===== config.mk =====
export PLATFORM = sky130hd
export DESIGN_NAME = pipe_adder
export DESIGN_NICKNAME = d
export VERILOG_FILES = /design/src/rtl/adder_pkg.sv /design/src/rtl/adder_chunk.sv /design/src/rtl/pipe_adder.sv
export SDC_FILE = /design/constraint.sdc
export NUM_CORES = 1
export LEC_CHECK = 0
export ABC_CLOCK_PERIOD_IN_PS = 8480
export BUFFER_PORTS_ARGS = -buffer_cell sky130_fd_sc_hd__buf_2
export CORE_UTILIZATION = 50
export CTS_CLUSTER_DIAMETER = 120
export CTS_CLUSTER_SIZE = 14
export DETAILED_ROUTE_END_ITERATION = 12
export HOLD_SLACK_MARGIN = 0.02
export PLACE_DENSITY = 0.7
export REMOVE_ABC_BUFFERS = 1
export SETUP_SLACK_MARGIN = 0.2
export SLEW_MARGIN = 10
export SYNTH_ARGS = -nofsm -noshare
export SYNTH_HDL_FRONTEND = slang
export SYNTH_SLANG_ARGS = --single-unit

===== constraint.sdc =====
create_clock -name clk -period 8.48 [get_ports clk]
set_clock_uncertainty 0.1 [all_clocks]
set_input_delay 1.272 -clock clk [delete_from_list [all_inputs] [get_ports clk]]
set_output_delay 1.272 -clock clk [all_outputs]
set_load 0.1 [all_outputs]

===== src/rtl/adder_pkg.sv =====
// Shared arithmetic-pipeline definitions: stage-count helper and the control
// part of a pipeline stage record.
package adder_pkg;

    // Guarded against CHUNK < 1 so the caller's parameter check can report it.
    function automatic int stages(input int width, input int chunk);
        return (chunk < 1) ? 1 : width / chunk;
    endfunction

    typedef struct packed {
        logic valid;
        logic carry;
        logic sub;
    } stage_ctrl_t;

endpackage


===== src/rtl/adder_chunk.sv =====
// Combinational CHUNK-bit ripple adder; c_msb is the carry into the top bit,
// used for signed overflow when this is the most significant chunk.
module adder_chunk #(
    parameter int CHUNK = 4
) (
    input  logic [CHUNK-1:0] x,
    input  logic [CHUNK-1:0] y,
    input  logic             ci,
    output logic [CHUNK-1:0] s,
    output logic             co,
    output logic             c_msb
);

    always_comb begin
        logic c;
        // NOTE: blocking assignments here build a combinational ripple chain;
        // every output gets a default first so no latch is inferred.
        c     = ci;
        c_msb = ci;
        s     = '0;
        for (int i = 0; i < CHUNK; i++) begin
            if (i == CHUNK - 1) c_msb = c;
            s[i] = x[i] ^ y[i] ^ c;
            c    = (x[i] & y[i]) | (c & (x[i] ^ y[i]));
        end
        co = c;
    end

endmodule


===== src/rtl/pipe_adder.sv =====
// Pipelined two's-complement adder/subtractor: one CHUNK-bit slice of the
// carry chain per registered stage, with a global valid/ready stall.
module pipe_adder
    import adder_pkg::*;
#(
    parameter int WIDTH = 16,
    parameter int CHUNK = 4
) (
    input  logic             clk,
    input  logic             rst_n,
    input  logic             in_valid,
    output logic             in_ready,
    input  logic [WIDTH-1:0] a,
    input  logic [WIDTH-1:0] b,
    input  logic             cin,
    input  logic             sub,
    output logic             out_valid,
    input  logic             out_ready,
    output logic [WIDTH-1:0] sum,
    output logic             cout,
    output logic             ovf
);

    localparam int STAGES = stages(WIDTH, CHUNK);
    localparam int LAST   = STAGES - 1;

    if (CHUNK < 1 || (WIDTH % CHUNK) != 0) begin : g_param_check
        $error("pipe_adder: WIDTH must be a positive multiple of CHUNK");
    end

    // Operands are kept shifted down so each stage always consumes bits [CHUNK-1:0].
    typedef struct packed {
        stage_ctrl_t      ctrl;
        logic             ovf;
        logic [WIDTH-1:0] psum;
        logic [WIDTH-1:0] a_rem;
        logic [WIDTH-1:0] b_rem;
    } stage_t;

    logic             advance;
    stage_t           src_w   [STAGES];
    stage_t           stage_d [STAGES];
    stage_t           stage_q [STAGES];
    logic [CHUNK-1:0] x_w     [STAGES];
    logic [CHUNK-1:0] y_w     [STAGES];
    logic [CHUNK-1:0] s_w     [STAGES];
    logic             co_w    [STAGES];
    logic             cmsb_w  [STAGES];

    assign advance  = !out_valid || out_ready;
    assign in_ready = advance;

    for (genvar k = 0; k < STAGES; k++) begin : g_stage
        if (k == 0) begin : g_head
            assign src_w[k] = '{
                ctrl:  '{valid: in_valid, carry: cin, sub: sub},
                ovf:   1'b0,
                psum:  '0,
                a_rem: a,
                b_rem: b
            };
        end else begin : g_body
            assign src_w[k] = stage_q[k-1];
        end

        assign x_w[k] = src_w[k].a_rem[CHUNK-1:0];
        assign y_w[k] = src_w[k].b_rem[CHUNK-1:0] ^ {CHUNK{src_w[k].ctrl.sub}};

        adder_chunk #(.CHUNK(CHUNK)) u_chunk (
            .x     (x_w[k]),
            .y     (y_w[k]),
            .ci    (src_w[k].ctrl.carry),
            .s     (s_w[k]),
            .co    (co_w[k]),
            .c_msb (cmsb_w[k])
        );
    end

    always_comb begin
        for (int k = 0; k < STAGES; k++) begin
            stage_d[k]                      = src_w[k];
            stage_d[k].ctrl.carry           = co_w[k];
            stage_d[k].ovf                  = cmsb_w[k] ^ co_w[k];
            stage_d[k].psum[k*CHUNK +: CHUNK] = s_w[k];
            stage_d[k].a_rem                = src_w[k].a_rem >> CHUNK;
            stage_d[k].b_rem                = src_w[k].b_rem >> CHUNK;
        end
    end

    // NOTE: sequential state uses non-blocking assignments, and every stage
    // register (data included) is reset so no stale bundle survives reset.
    always_ff @(posedge clk or negedge rst_n) begin
        if (!rst_n) begin
            for (int k = 0; k < STAGES; k++) stage_q[k] <= '0;
        end else if (advance) begin
            for (int k = 0; k < STAGES; k++) stage_q[k] <= stage_d[k];
        end
    end

    assign out_valid = stage_q[LAST].ctrl.valid;
    assign sum       = stage_q[LAST].psum;
    assign cout      = stage_q[LAST].ctrl.carry;
    assign ovf       = stage_q[LAST].ovf;

    // Operand remainders and mode bit are fully consumed by the last stage.
    logic unused_last;
    assign unused_last = ^{stage_q[LAST].ctrl.sub, stage_q[LAST].a_rem, stage_q[LAST].b_rem};

endmodule


### After elaboration in Yosys (flattened, before gate mapping)

Cells that the tools add are included.

| word-level totals | value |
|---|---|
| output and inout port bits | 20 |
| bits in registers | 100 |
| input bits | 38 |

| cells by class | value |
|---|---|
| reductions and logical operators | 2 |
| bitwise gates (word level) | 85 |

Operators with widths:

| kind | number |
|---|---|
| $xor 1x1->1 | 33 |
| $and 1x1->1 | 32 |
| $or 1x1->1 | 16 |
| $xor 4x4->4 | 4 |
| $logic_not 1->1 | 1 |
| $logic_or 1x1->1 | 1 |

### Logic depth before layout (Yosys ltp)

Gate-level depths: netlist of run 1.

| depth | value |
|---|---|
| depth in word-level cells | 11 |
| gate-level depth with buffers | 11 |
| depth with buffers taken out | 10 |

### By module

From an unflattened synthesis of run 1, not the netlist that was laid out.

| second synthesis, totals | value |
|---|---|
| cell total of the unflattened synthesis | 281 |
| area total of the unflattened synthesis | 4,772.1 um^2 |

Modules (own cells, without submodules):

| module | seq. area each (um^2) | area each (um^2) | times used | cells an instance |
|---|---|---|---|---|
| pipe_adder | 2,502.4 | 4,331.7 | 1 | 233 |
| adder_chunk | 0.0 | 110.1 | 4 | 12 |

### Least setup slack after synthesis of run 1

Ideal clock, no wire load.

| timing path | value |
|---|---|
| path kind | input -> output |
| start | in out_ready |
| end | out in_ready |
| arrival | 2,179 ps |
| stages on the path | 4 |
| path slack | 4,929 ps |
| path buffers | 3 |
| path through | buf_6 > nand2b_4 > buf_12 > buf_2 |

| on the way | value |
|---|---|
| word-level cells in the longest chain between the ends | 1 |

RTL lines:

| item | RTL line | text |
|---|---|---|
| from (decl) | pipe_adder.sv:18 | `input logic out_ready,` |
| $logic_or 1x1->1 | pipe_adder.sv:50 | `assign advance = !out_valid \|\| out_ready;` |
| to (decl) | pipe_adder.sv:12 | `output logic in_ready,` |

Every way passes these cells.

### Final worst setup path of run 1

Ends and elaborated chain as after synthesis.

==> results of run 1 <==
-- cells by family (layout without fill, tap and decap cells) --
logic type,count (synthesis),after routing,share of synthesized area (%)
mux,91,91,28.1
flops,100,100,53.0
buf+inv,40,99,6.49
simple gates,10,10,1.70
fa+ha+maj,16,16,6.78
xor+xnor,17,17,3.15
compound gates,8,8,0.848
-- worst paths after layout --
kind                                        from                endpoint  slack (ns)  cells past startpoint
min reg2reg                src_w[51]$_DFFE_PN0P_   out_valid$_DFFE_PN0P_        0.38                      1
max in group asynchronous                  rst_n  src_w[122]$_DFFE_PN0P_        6.37                      2
max reg2reg                src_w[49]$_DFFE_PN0P_     sum[15]$_DFFE_PN0P_        5.65                      9
max                                    out_ready                in_ready        4.32                      3
min                        src_w[51]$_DFFE_PN0P_   out_valid$_DFFE_PN0P_        0.38                      1
min in group asynchronous                  rst_n  src_w[111]$_DFFE_PN0P_        0.69                      1
-- per-layer routing --
metal / part of all wire [%] / up-vias / GRT usage, % / wire [um]
met2: 46 / 34 / 22.2 / 3080
met4: 0.68 / 0 / 5.77 / 46
met3: 2.8 / 5 / 3.16 / 190
met1: 51 / 1122 / 22.4 / 3410
li1: - / 1036 / - / -
met5: 0 / - / 0 / 0
-- stage by stage --
step,cells,utilization [%],hold WS [ns]
finish,452,55.8,0.385
global route,452,55.8,0.406
CTS,452,55.8,0.381
detailed placement,436,53.8,0.360
global placement,436,53.8,0.354
floorplan,266,-,0.335
-- registers in the layout, indices dropped and copies added (netlist names) --
register and cells:
src_w 81, sum 16, cout 1, ovf 1
out_valid 1
-- cells in the mapped netlist --
master,count
sky130_fd_sc_hd__a21oi_1,8
sky130_fd_sc_hd__buf_12,9
sky130_fd_sc_hd__buf_2,2
sky130_fd_sc_hd__buf_6,1
sky130_fd_sc_hd__clkbuf_1,4
sky130_fd_sc_hd__dfrtp_1,100
sky130_fd_sc_hd__fa_1,16
sky130_fd_sc_hd__inv_1,24
sky130_fd_sc_hd__mux2_2,11
sky130_fd_sc_hd__mux2_4,80
sky130_fd_sc_hd__nand2b_1,1
sky130_fd_sc_hd__nand2b_4,1
sky130_fd_sc_hd__nor3b_1,8
sky130_fd_sc_hd__xnor2_1,9
sky130_fd_sc_hd__xor2_1,8
-- cell type report --
class / instances / area (um^2) / share of cell area (%)
well taps: 111 / 139 / 2.71
clock inverters: 5 / 37.5 / 0.732
inverters: 24 / 90.1 / 1.76
flip-flops and latches: 100 / 2500 / 48.8
repair buffers: 59 / 303 / 5.91
clock buffers: 11 / 141 / 2.76
multi-input cells: 142 / 1910 / 37.3
-- worst register-to-register path, delay by kind of cell, from the launching register on --
kind / cells / cell delay [ns]
flops: 1 / 0.48
xor+xnor: 1 / 0.19
buf+inv: 3 / 0.24
mux: 1 / 0.27
fa+ha+maj: 4 / 1.46
==> results.txt, run 1 <==
----------------------------------------------------
[Run status]
  Outcome ... completed

[Final layout]
  Number of nets in the final layout ... 390
  Most frequent cells in the layout ... 100 x sky130_fd_sc_hd__dfrtp_1, 80 x sky130_fd_sc_hd__mux2_4, 56 x sky130_fd_sc_hd__buf_2
  Commonest non-fill, non-tap cell in the layout ... sky130_fd_sc_hd__dfrtp_1
  Synth-to-layout area growth ... 8.56%
  Layout cell share with drive strength beyond 1 ... about half
  Layout fillers ... roughly 730
  Antenna cell count ... 0
  Post-route cell area ... 0.00513 mm^2

[Logic synthesis]
  Area of the mapped netlist ... 0.00472 mm^2
  Most area-hungry cell type in the Yosys netlist ... sky130_fd_sc_hd__dfrtp_1
  Flop and latch count out of synthesis ... 100
  Mean post-synth cell area ... 16.7 um^2
  Part of the Yosys area used for sequential elements ... 53.0%
  Mapped Cells ... 282
  Cells taking the most area after synthesis ... sky130_fd_sc_hd__dfrtp_1 53%, sky130_fd_sc_hd__mux2_4 25%, sky130_fd_sc_hd__fa_1 6.8%
  Proportion of netlist area held by the largest area contributor ... 53.0%
  Number of warnings issued by yosys ... 0
  Synth cell types ... 15

[Detailed routing]
  Pre-antenna DRT Iters ... 6
  Detailed Route WL ... between 6000 and 7000 um
  Starting DRT DRC Count ... 82
  Number of design rule violations left after detail routing ... 0
  Detailed-route wire length per cell ... approximately 15 um
  Routed vias/inst ... 4.86
  Antenna-violating nets left ... 0
  Vias ... 2197

[STA]
  Actual slew at the worst max-slew pin ... around 0.93 ns
  Final worst-path setup slack ... 4.32 ns
  Number of failing setup endpoints in the final timing report ... 0
  Max Fclk ... 241 MHz
  Unrepaired setup endpoints after global routing ... no
  Minimum clock period ... 4.16 ns
  Total Negative Setup Slacks ... 0 ns
  Fin. Hold Viols ... 0
  Worst relative slew slack ... 38.0%
  Post-route clock period utilization ... between 40% and 50%
  Final max-slew violation count ... 0

[Critical path]
  Arrival time worst endpoint ... 2.78 ns
  Critical Path Source Type ... input pin
  Biggest cell delay along the critical path ... approximately 0.7 ns
  Worst EP required ... 7.11 ns
  Cell repeated most along the worst path ... sky130_fd_sc_hd__buf_2
  Type of the worst setup path ... in2out
  Capturing element type of the critical path ... output pin
  Kind of cell adding the most delay to the critical path ... buffers and inverters
  Cell type of the slowest stage on the worst timing path ... sky130_fd_sc_hd__nand2b_4
  Crit path cell chain ... buf_2, nand2b_4, buf_2
  Worst Path Max Fanout ... 49
  Bufs and invs on worst path ... 2

[Clock tree]
  Clock latency of the later-clocked register in the worst-skew pair ... 0.35 ns
  Clock tree buffer depth ... 2
  CTS HTree Levels ... 3
  CTS clock-pin slew for the worst setup and hold paths ... ~0.090 ns
  Number of cells upsized or downsized after cts ... 0
  Master cell of the clock root buffer ... sky130_fd_sc_hd__clkbuf_8
  Clock tree from TritonCTS ... yes
  CTS Buf Count ... 9
  Post-CTS setup-driven buffer insertion count ... 0
  Total number of clock tree sinks ... 100
  Post-cts hold buffer count ... 0

[Die]
  Top-level I/O count ... between 50 and 60
  Die Span X ... 99.2 um
  Overall die height ... ~99 um
  Die outline area ... 0.00984 mm^2
  Core Footprint ... 0.00920 mm^2
  Initial Util ... 51.4%
  Row Count ... 35

[Global route]
  Largest net degree at the start of global routing ... 78
  Global route total overflow ... 0
  Initial antenna violation count ... 0
  Wire length of the first global-routing pass ... 11600 um
  Vias in the first global route ... 2318
  GR Util All Layers ... approximately 15%

[Job]
  Count of max-cap constraint violations ... 0

[Hold path]
  Hold crit path type ... reg2reg

[Placement]
  Weighted congestion reported at the end of routability-driven placement ... 0.681
  Final HPWL DP ... roughly 4400 um
  Placed cell area ... 0.00495 mm^2
  Port Buf Inserts ... 57
  Worst-case setup slack after placement ... 4.31 ns

----------------------------------------------------
Power of run 1 is left out: the tool's default activity adds up to more than one toggle a clock period on the data nets, which glitch-free logic cannot reach.
==> run 2, diff against run 1 <==
--- a/config.mk
+++ b/config.mk
@@ -5,14 +5,15 @@
 export SDC_FILE = /design/constraint.sdc
 export NUM_CORES = 1
 export LEC_CHECK = 0
-export ABC_CLOCK_PERIOD_IN_PS = 8480
+export ABC_AREA = 1
+export ABC_CLOCK_PERIOD_IN_PS = 4000
 export BUFFER_PORTS_ARGS = -buffer_cell sky130_fd_sc_hd__buf_2
 export CORE_UTILIZATION = 50
 export CTS_CLUSTER_DIAMETER = 120
 export CTS_CLUSTER_SIZE = 14
 export DETAILED_ROUTE_END_ITERATION = 12
 export HOLD_SLACK_MARGIN = 0.02
-export PLACE_DENSITY = 0.7
+export PLACE_DENSITY = 0.71
 export REMOVE_ABC_BUFFERS = 1
 export SETUP_SLACK_MARGIN = 0.2
 export SLEW_MARGIN = 10
==> constraint.sdc (replaced) <==
create_clock -name clk -period 4 [get_ports clk]
set_clock_uncertainty 0.1 [all_clocks]
set_input_delay 0.6 -clock clk [delete_from_list [all_inputs] [get_ports clk]]
set_output_delay 0.6 -clock clk [all_outputs]
set_load 0.1 [all_outputs]
==> results.txt, run 2 <==
----------------------------------------------------
[Run status]
  Outcome ... completed

[Power]
  P_leak ... roughly 2.6 nW
  Power per standard cell area ... roughly 910 mW/mm^2
  Total power ... 4.35 mW
  Maximum vdd drop ... 0.000367 V

[Clock tree]
  Clock tree from TritonCTS ... yes
  Post-CTS setup-driven buffer insertion count ... 0 (unchanged)
  Master cell of the clock root buffer ... sky130_fd_sc_hd__clkbuf_8
  Total number of clock tree sinks ... 100 (unchanged)
  Clock latency of the later-clocked register in the worst-skew pair ... 0.36 ns (about the same)
  CTS HTree Levels ... 3 (unchanged)
  Post-cts hold buffer count ... 0 (unchanged)
  Clock tree buffer depth ... 2 (unchanged)
  Number of cells upsized or downsized after cts ... 0 (unchanged)
  CTS Buf Count ... 9 (unchanged)
  CTS clock-pin slew for the worst setup and hold paths ... 0.09 ns (about the same)

[Logic synthesis]
  Asr flop ratio synth ... 100% (unchanged)
  Synth cell types ... 13 (-2)
  Predominant post-synthesis flop cell ... sky130_fd_sc_hd__dfrtp_1
  Cells taking the most area after synthesis ... sky130_fd_sc_hd__dfrtp_1 58%, sky130_fd_sc_hd__nand2_1 20%, sky130_fd_sc_hd__fa_1 7.4%
  Mean post-synth cell area ... 9.41 um^2 (-44%)
  Most area-hungry cell type in the Yosys netlist ... sky130_fd_sc_hd__dfrtp_1
  EDFF count, synth ... 0 (unchanged)
  Area of the mapped netlist ... 0.00433 mm^2 (-8.3%)
  XOR/XNOR share of the synthesized area ... 3.24% (+0.084 points)
  Share of synthesized area spent on multiplexers ... 0% (-28 points)
  Combinational family with the most area after synthesis ... simple AND/OR/NAND/NOR gates
  Most numerous cell in the Yosys netlist ... sky130_fd_sc_hd__nand2_1
  Complex-gate fraction of the synthesized area ... 4.05% (+3.2 points)
  Simple-Gate Fraction of Synth Area ... 20.3% (+19 points)
  Flop and latch count out of synthesis ... 100 (unchanged)
  Mapped Cells ... 460 (+63%)
  Proportion of netlist area held by the largest area contributor ... 57.8% (+4.8 points)
  Number of warnings issued by yosys ... 0 (unchanged)
  Commonest cells in the netlist ... 230 x sky130_fd_sc_hd__nand2_1, 100 x sky130_fd_sc_hd__dfrtp_1, 36 x sky130_fd_sc_hd__inv_1, 35 x sky130_fd_sc_hd__o21ai_0, 16 x sky130_fd_sc_hd__fa_1
  Post-synthesis share of cell area spent on full adders, half adders and majority gates ... 7.40% (+0.62 points)
  Part of the Yosys area used for sequential elements ... 57.8% (+4.8 points)

[STA]
  Minimum clock period ... 2.66 ns
  Total Negative Setup Slacks ... 0 ns (unchanged)
  Actual slew at the worst max-slew pin ... 0.927 ns (-0.00318 ns)
  Final max-slew violation count ... 0 (unchanged)
  Number of failing setup endpoints in the final timing report ... 0 (unchanged)
  Unrepaired setup endpoints after global routing ... no
  Fin. Hold Viols ... 0 (unchanged)
  Post-route clock period utilization ... around 66%
  Worst relative slew slack ... 38.2% (+0.21 points)
  Max Fclk ... 377 MHz

[Detailed routing]
  Pre-antenna DRT Iters ... 4 (-2)
  Antenna-violating nets left ... 0 (unchanged)
  Detailed Route WL ... 7100 um (+5.5%)
  Starting DRT DRC Count ... 160 (+95%)
  Number of design rule violations left after detail routing ... 0 (unchanged)
  Routed vias/inst ... 4.69 (-3.6%)
  Detailed-route wire length per cell ... 11.5 um (-22%)
  Vias ... 2882 (+31%)

[Final layout]
  Commonest non-fill, non-tap cell in the layout ... sky130_fd_sc_hd__nand2_1
  Layout cell share with drive strength beyond 1 ... 14.9% (-34 points)
  Antenna cell count ... 0 (unchanged)
  Synth-to-layout area growth ... 11.0%
  Number of flip-flops under the largest register name ... 81 (unchanged)
  Number of nets in the final layout ... 560 (+44%)
  Most frequent cells in the layout ... 229 x sky130_fd_sc_hd__nand2_1, 100 x sky130_fd_sc_hd__dfrtp_1, 56 x sky130_fd_sc_hd__buf_2

[Die]
  Row Count ... 33 (-5.7%)
  Top-level I/O count ... 58 (unchanged)
  Die outline area ... 0.00904 mm^2 (-8.2%)
  Die Span X ... 95.1 um (-4.2%)
  Initial Util ... 52.2% (+0.82 points)
  Overall die height ... 95.1 um (-4.2%)
  Core Footprint ... 0.00830 mm^2 (-9.8%)

[Critical path]
  Crit path cell chain ... xnor2_1, fa_1, inv_1, fa_1, inv_1, fa_1, inv_1, fa_1, nand2_1, nand2_1
  Reg-to-reg setup timing slack ... 1.34 ns (-4.31 ns)
  Cell type of the slowest stage on the worst timing path ... sky130_fd_sc_hd__dfrtp_1
  Start point of the critical path ... src_w[49]$_DFFE_PN0P_
  Type of the worst setup path ... reg2reg
  Critical Path Source Type ... register
  Arrival time worst endpoint ... 2.81 ns (+0.03 ns)
  Worst Path Max Fanout ... 5 (-90%)
  Logic depth of the worst register-to-register path ... 10 (+1)
  Reg2Reg Launch Point ... src_w[49]$_DFFE_PN0P_
  End of the worst register-to-register path ... sum[15]$_DFFE_PN0P_
  Termination of the worst setup path ... sum[15]$_DFFE_PN0P_
  Kind of cell adding the most delay to the critical path ... adder cells
  Count of cell instances traversed by the critical path ... 10 (+7)
  Bufs and invs on worst path ... 3 (+1)
  Capturing element type of the critical path ... register
  Biggest cell delay along the critical path ... 0.46 ns (-0.26 ns)
  Worst EP required ... 4.15 ns (-2.96 ns)
  Cell repeated most along the worst path ... sky130_fd_sc_hd__fa_1

[Global route]
  Largest net degree at the start of global routing ... 101 (+29%)
  Initial antenna violation count ... 0 (unchanged)
  Wire length of the first global-routing pass ... 12400 um (+7.5%)
  Global route total overflow ... 0 (unchanged)
  Vias in the first global route ... 2823 (+22%)
  GR Util All Layers ... 18.0% (+2.8 points)

[Job]
  Count of max-cap constraint violations ... 0 (unchanged)

[Placement]
  Final HPWL DP ... 4450 um (+0.26%)
  Port Buf Inserts ... 57 (unchanged)
  Weighted congestion reported at the end of routability-driven placement ... 0.732 (+7.5%)

[Hold path]
  Hold crit path type ... in2async

----------------------------------------------------
==> run 2: how the worst min path moves through the flow <==
stage	start	to	slack, ns
after floorplan	rst_n	cout$_DFFE_PN0P_	0.20
after global placement	src_w[51]$_DFFE_PN0P_	out_valid$_DFFE_PN0P_	0.33
after detailed placement	src_w[51]$_DFFE_PN0P_	out_valid$_DFFE_PN0P_	0.35
after CTS	rst_n	sum[6]$_DFFE_PN0P_	0.31
after global routing	b[11]	src_w[111]$_DFFE_PN0P_	0.32
final	rst_n	src_w[37]$_DFFE_PN0P_	0.28
==> run 2: power breakdown <==
part           internal [mW]  leakage (nW)  switching (mW)
combinational          0.544          1.28            1.48
clock                  0.302        0.0914           0.327
sequential              1.46          1.21           0.241
==> run 2: kinds of logic after synthesis <==
kind of cell / count (synthesis)
buffers and inverters: 61
AOI/OAI and AO/OA: 35
xor gates and xnor gates: 16
adders and majority gates: 16
DFF: 100
and+or+nand+nor: 232
==> run 2: worst register-to-register path: stages (launching register included) <==
cell	delay [ns]
sky130_fd_sc_hd__dfrtp_1	0.46
sky130_fd_sc_hd__xnor2_1	0.18
sky130_fd_sc_hd__fa_1	0.42
sky130_fd_sc_hd__inv_1	0.08
sky130_fd_sc_hd__fa_1	0.17
sky130_fd_sc_hd__inv_1	0.06
sky130_fd_sc_hd__fa_1	0.41
sky130_fd_sc_hd__inv_1	0.11
sky130_fd_sc_hd__fa_1	0.42
sky130_fd_sc_hd__nand2_1	0.08
sky130_fd_sc_hd__nand2_1	0.07
==> run 2: metal layers <==
metal  wire length [um]  global-route usage, %  share of wire, %
met1               3410                   24.2                48
met2               3350                   28.6                47
met3                198                   2.87               2.8
met4                138                   8.84               1.9
met5                  0                      0                 0
==> run 2: stage by stage <==
stage               cells  area (um^2)  utilization, %  hold WS [ns]  setup slack, ns
finish                615         4810            57.9         0.282             1.34
global route          615         4810            57.9         0.321             1.15
CTS                   615         4810            57.9         0.315             1.34
detailed placement    600         4610            55.6         0.351             1.29
global placement      600         4610            55.6         0.331             1.34
floorplan             435         4150               -         0.204            0.250
==> run 2: cell type report <==
| cell class | count | area (um^2) |
|---|---|---|
| flip-flops and latches | 100 | 2500 |
| clock inverters | 4 | 50.0 |
| repair buffers | 60 | 323 |
| clock buffers | 11 | 141 |
| well taps | 105 | 131 |
| multi-input cells | 299 | 1520 |
| fillers | 759 | 3490 |
| inverters | 36 | 135 |
(Power assumes the default switching activity.)
==> run 3, diff against run 2 <==
--- a/config.mk
+++ b/config.mk
@@ -5,15 +5,15 @@
 export SDC_FILE = /design/constraint.sdc
 export NUM_CORES = 1
 export LEC_CHECK = 0
-export ABC_AREA = 1
-export ABC_CLOCK_PERIOD_IN_PS = 4000
+export ABC_AREA = 0
+export ABC_CLOCK_PERIOD_IN_PS = 2200
 export BUFFER_PORTS_ARGS = -buffer_cell sky130_fd_sc_hd__buf_2
 export CORE_UTILIZATION = 50
 export CTS_CLUSTER_DIAMETER = 120
 export CTS_CLUSTER_SIZE = 14
 export DETAILED_ROUTE_END_ITERATION = 12
 export HOLD_SLACK_MARGIN = 0.02
-export PLACE_DENSITY = 0.71
+export PLACE_DENSITY = 0.73
 export REMOVE_ABC_BUFFERS = 1
 export SETUP_SLACK_MARGIN = 0.2
 export SLEW_MARGIN = 10
==> constraint.sdc (replaced) <==
create_clock -name clk -period 2.2 [get_ports clk]
set_clock_uncertainty 0.1 [all_clocks]
set_input_delay 0.33 -clock clk [delete_from_list [all_inputs] [get_ports clk]]
set_output_delay 0.33 -clock clk [all_outputs]
set_load 0.1 [all_outputs]
==> results.txt, run 3 (same netlist as run 1, synthesis figures left out) <==
----------------------------------------------------
[Critical path]
  Critical Path Source Type ... register
  Kind of cell adding the most delay to the critical path ... adder cells
  Capturing element type of the critical path ... register
  Worst EP required ... 2.34 ns (-1.81 ns)
  Crit path cell chain ... xnor2_2, fa_2, inv_2, fa_2, inv_2, fa_2, inv_2, fa_2, mux2_4
  Cell type of the slowest stage on the worst timing path ... sky130_fd_sc_hd__fa_2
  Biggest cell delay along the critical path ... 0.42 ns (-0.04 ns)
  Cell repeated most along the worst path ... sky130_fd_sc_hd__fa_2
  Type of the worst setup path ... reg2reg
  Bufs and invs on worst path ... 3 (unchanged)
  Arrival time worst endpoint ... 2.65 ns (-0.16 ns)
  Worst Path Max Fanout ... 2 (-3)

[Global route]
  Vias in the first global route ... 2545 (-9.8%)
  Global route total overflow ... 0 (unchanged)
  Wire length of the first global-routing pass ... 12600 um (+1.6%)
  Initial antenna violation count ... 0 (unchanged)
  Largest net degree at the start of global routing ... 48 (-52%)
  GR Util All Layers ... 16.5% (-1.5 points)

[STA]
  Number of failing setup endpoints in the final timing report ... 7 (+7)
  Worst hold slack after final layout ... 0.0952 ns (-0.187 ns)
  Fin. Hold Viols ... 0 (unchanged)
  Actual slew at the worst max-slew pin ... 0.507 ns (-0.420 ns)
  Final max-slew violation count ... 0 (unchanged)
  Post-route clock period utilization ... 114% (+48 points)
  Unrepaired setup endpoints after global routing ... yes
  Minimum clock period ... 2.51 ns (-0.144 ns)
  Worst relative slew slack ... 66.4% (+28 points)
  Max Fclk ... 398 MHz (+5.7%)
  Final worst-path setup slack ... -0.312 ns (-1.66 ns)

[Job]
  Count of max-cap constraint violations ... 0 (unchanged)

[Final layout]
  Number of flip-flops under the largest register name ... 81 (unchanged)
  Antenna cell count ... 0 (unchanged)
  Layout cell share with drive strength beyond 1 ... 61.1% (+46 points)
  Commonest non-fill, non-tap cell in the layout ... sky130_fd_sc_hd__dfrtp_1
  Synth-to-layout area growth ... 16.0%
  Number of nets in the final layout ... 410 (-27%)
  Most frequent cells in the layout ... 100 x sky130_fd_sc_hd__dfrtp_1, 82 x sky130_fd_sc_hd__mux2_4, 53 x sky130_fd_sc_hd__buf_2

[Die]
  Initial Util ... 51.4% (-0.82 points)
  Top-level I/O count ... 58 (unchanged)
  Die outline area ... 0.00984 mm^2 (+8.9%)
  Overall die height ... 99.2 um (+4.3%)
  Core Footprint ... 0.00920 mm^2 (+11%)
  Die Span X ... 99.2 um (+4.3%)
  Row Count ... 35 (+6.1%)

[Run status]
  Outcome ... finished, violations left
  Violated checks ... negative setup slack

[Clock tree]
  Clock tree from TritonCTS ... yes
  Clock tree buffer depth ... 2 (unchanged)
  CTS HTree Levels ... 3 (unchanged)
  CTS clock-pin slew for the worst setup and hold paths ... 0.10 ns (about the same)
  Master cell of the clock root buffer ... sky130_fd_sc_hd__clkbuf_8
  Total number of clock tree sinks ... 100 (unchanged)
  Clock latency of the later-clocked register in the worst-skew pair ... 0.35 ns (about the same)
  CTS Buf Count ... 9 (unchanged)

[Placement]
  Final HPWL DP ... 4910 um (+10%)
  Port Buf Inserts ... 57 (unchanged)
  Weighted congestion reported at the end of routability-driven placement ... 0.726 (-0.79%)

[Detailed routing]
  Pre-antenna DRT Iters ... 4 (unchanged)
  Antenna-violating nets left ... 0 (unchanged)
  Detailed-route wire length per cell ... 15.8 um (+37%)
  Starting DRT DRC Count ... 80 (-50%)
  Detailed Route WL ... 7430 um (+4.6%)
  Vias ... 2292 (-20%)
  Routed vias/inst ... 4.87 (+3.8%)
  Number of design rule violations left after detail routing ... 0 (unchanged)

[Hold path]
  Hold crit path type ... in2reg

----------------------------------------------------
==> run 3: cell types whose count changed in the layout (fill, tap and decap cells not counted), sizes merged, moves of 2 or more <==
cell,change
nand2,-230
mux2,+91
o21ai,-35
buf,+18
inv,-11
a21oi,+8
nor3b,+8
clkbuf,-2
clkinv,+2
nand2b,+2
==> run 3: per-layer routing <==
layer	vias to the layer above	wire [um]	global-route usage [%]
li1	1074	-	-
met1	1166	3510	22.8
met3	14	210	3.09
met2	38	3550	25.8
met5	-	0	0
met4	0	159	6.90
==> run 3: area by class of cell <==
| type | instances | area (um^2) |
|---|---|---|
| multi-input cells | 142 | 2020 |
| well taps | 111 | 139 |
| clock inverters | 6 | 65.1 |
| clock buffers | 9 | 124 |
| flip-flops and latches | 100 | 2500 |
| repair buffers | 79 | 541 |
| inverters | 24 | 90.1 |
| fillers | 710 | 3720 |
==> run 3: through the flow <==
| stage | setup WS, ns | cell area [um^2] | instances | TNS (ns) | utilization [%] |
|---|---|---|---|---|---|
| 2_1_floorplan | -0.789 | 4510 | 266 | -76.89 | - |
| 3_3_place_gp | -0.387 | 5130 | 452 | -2.17 | 55.8 |
| 3_5_place_dp | -0.477 | 5130 | 452 | -2.65 | 55.8 |
| 4_1_cts | -0.337 | 5430 | 469 | -1.63 | 59.1 |
| 5_1_grt | -0.390 | 5480 | 471 | -2.19 | 59.6 |
| 6_report | -0.312 | 5480 | 471 | -1.68 | 59.6 |
==> run 3: repair_timing <==
| item | 4_1_cts | 5_1_grt |
|---|---|---|
| endpoints found under the setup margin | 10 | 12 |
| buffers inserted | 1 | 2 |
| cloned | 0 | 0 |
| gates resized for setup | 35 | 7 |
| hold buffers | 1 | 0 |
| endpoints found under the hold margin | 29 | 0 |
| pin swaps | 13 | 9 |
==> run 3: path summary, 6_finish.rpt <==
kind                                       start  slack, ns                endpoint  depth (start not counted)
min                                         b[9]        0.1  src_w[109]$_DFFE_PN0P_                          2
min reg2reg                src_w[51]$_DFFE_PN0P_       0.38   out_valid$_DFFE_PN0P_                          1
max reg2reg                 src_w[0]$_DFFE_PN0P_      -0.31     sum[15]$_DFFE_PN0P_                          9
max in group asynchronous                  rst_n       1.07  src_w[129]$_DFFE_PN0P_                          3
max                         src_w[0]$_DFFE_PN0P_      -0.31     sum[15]$_DFFE_PN0P_                          9
min in group asynchronous                  rst_n       0.35  src_w[122]$_DFFE_PN0P_                          2
Power of run 3 is left out for the same reason.
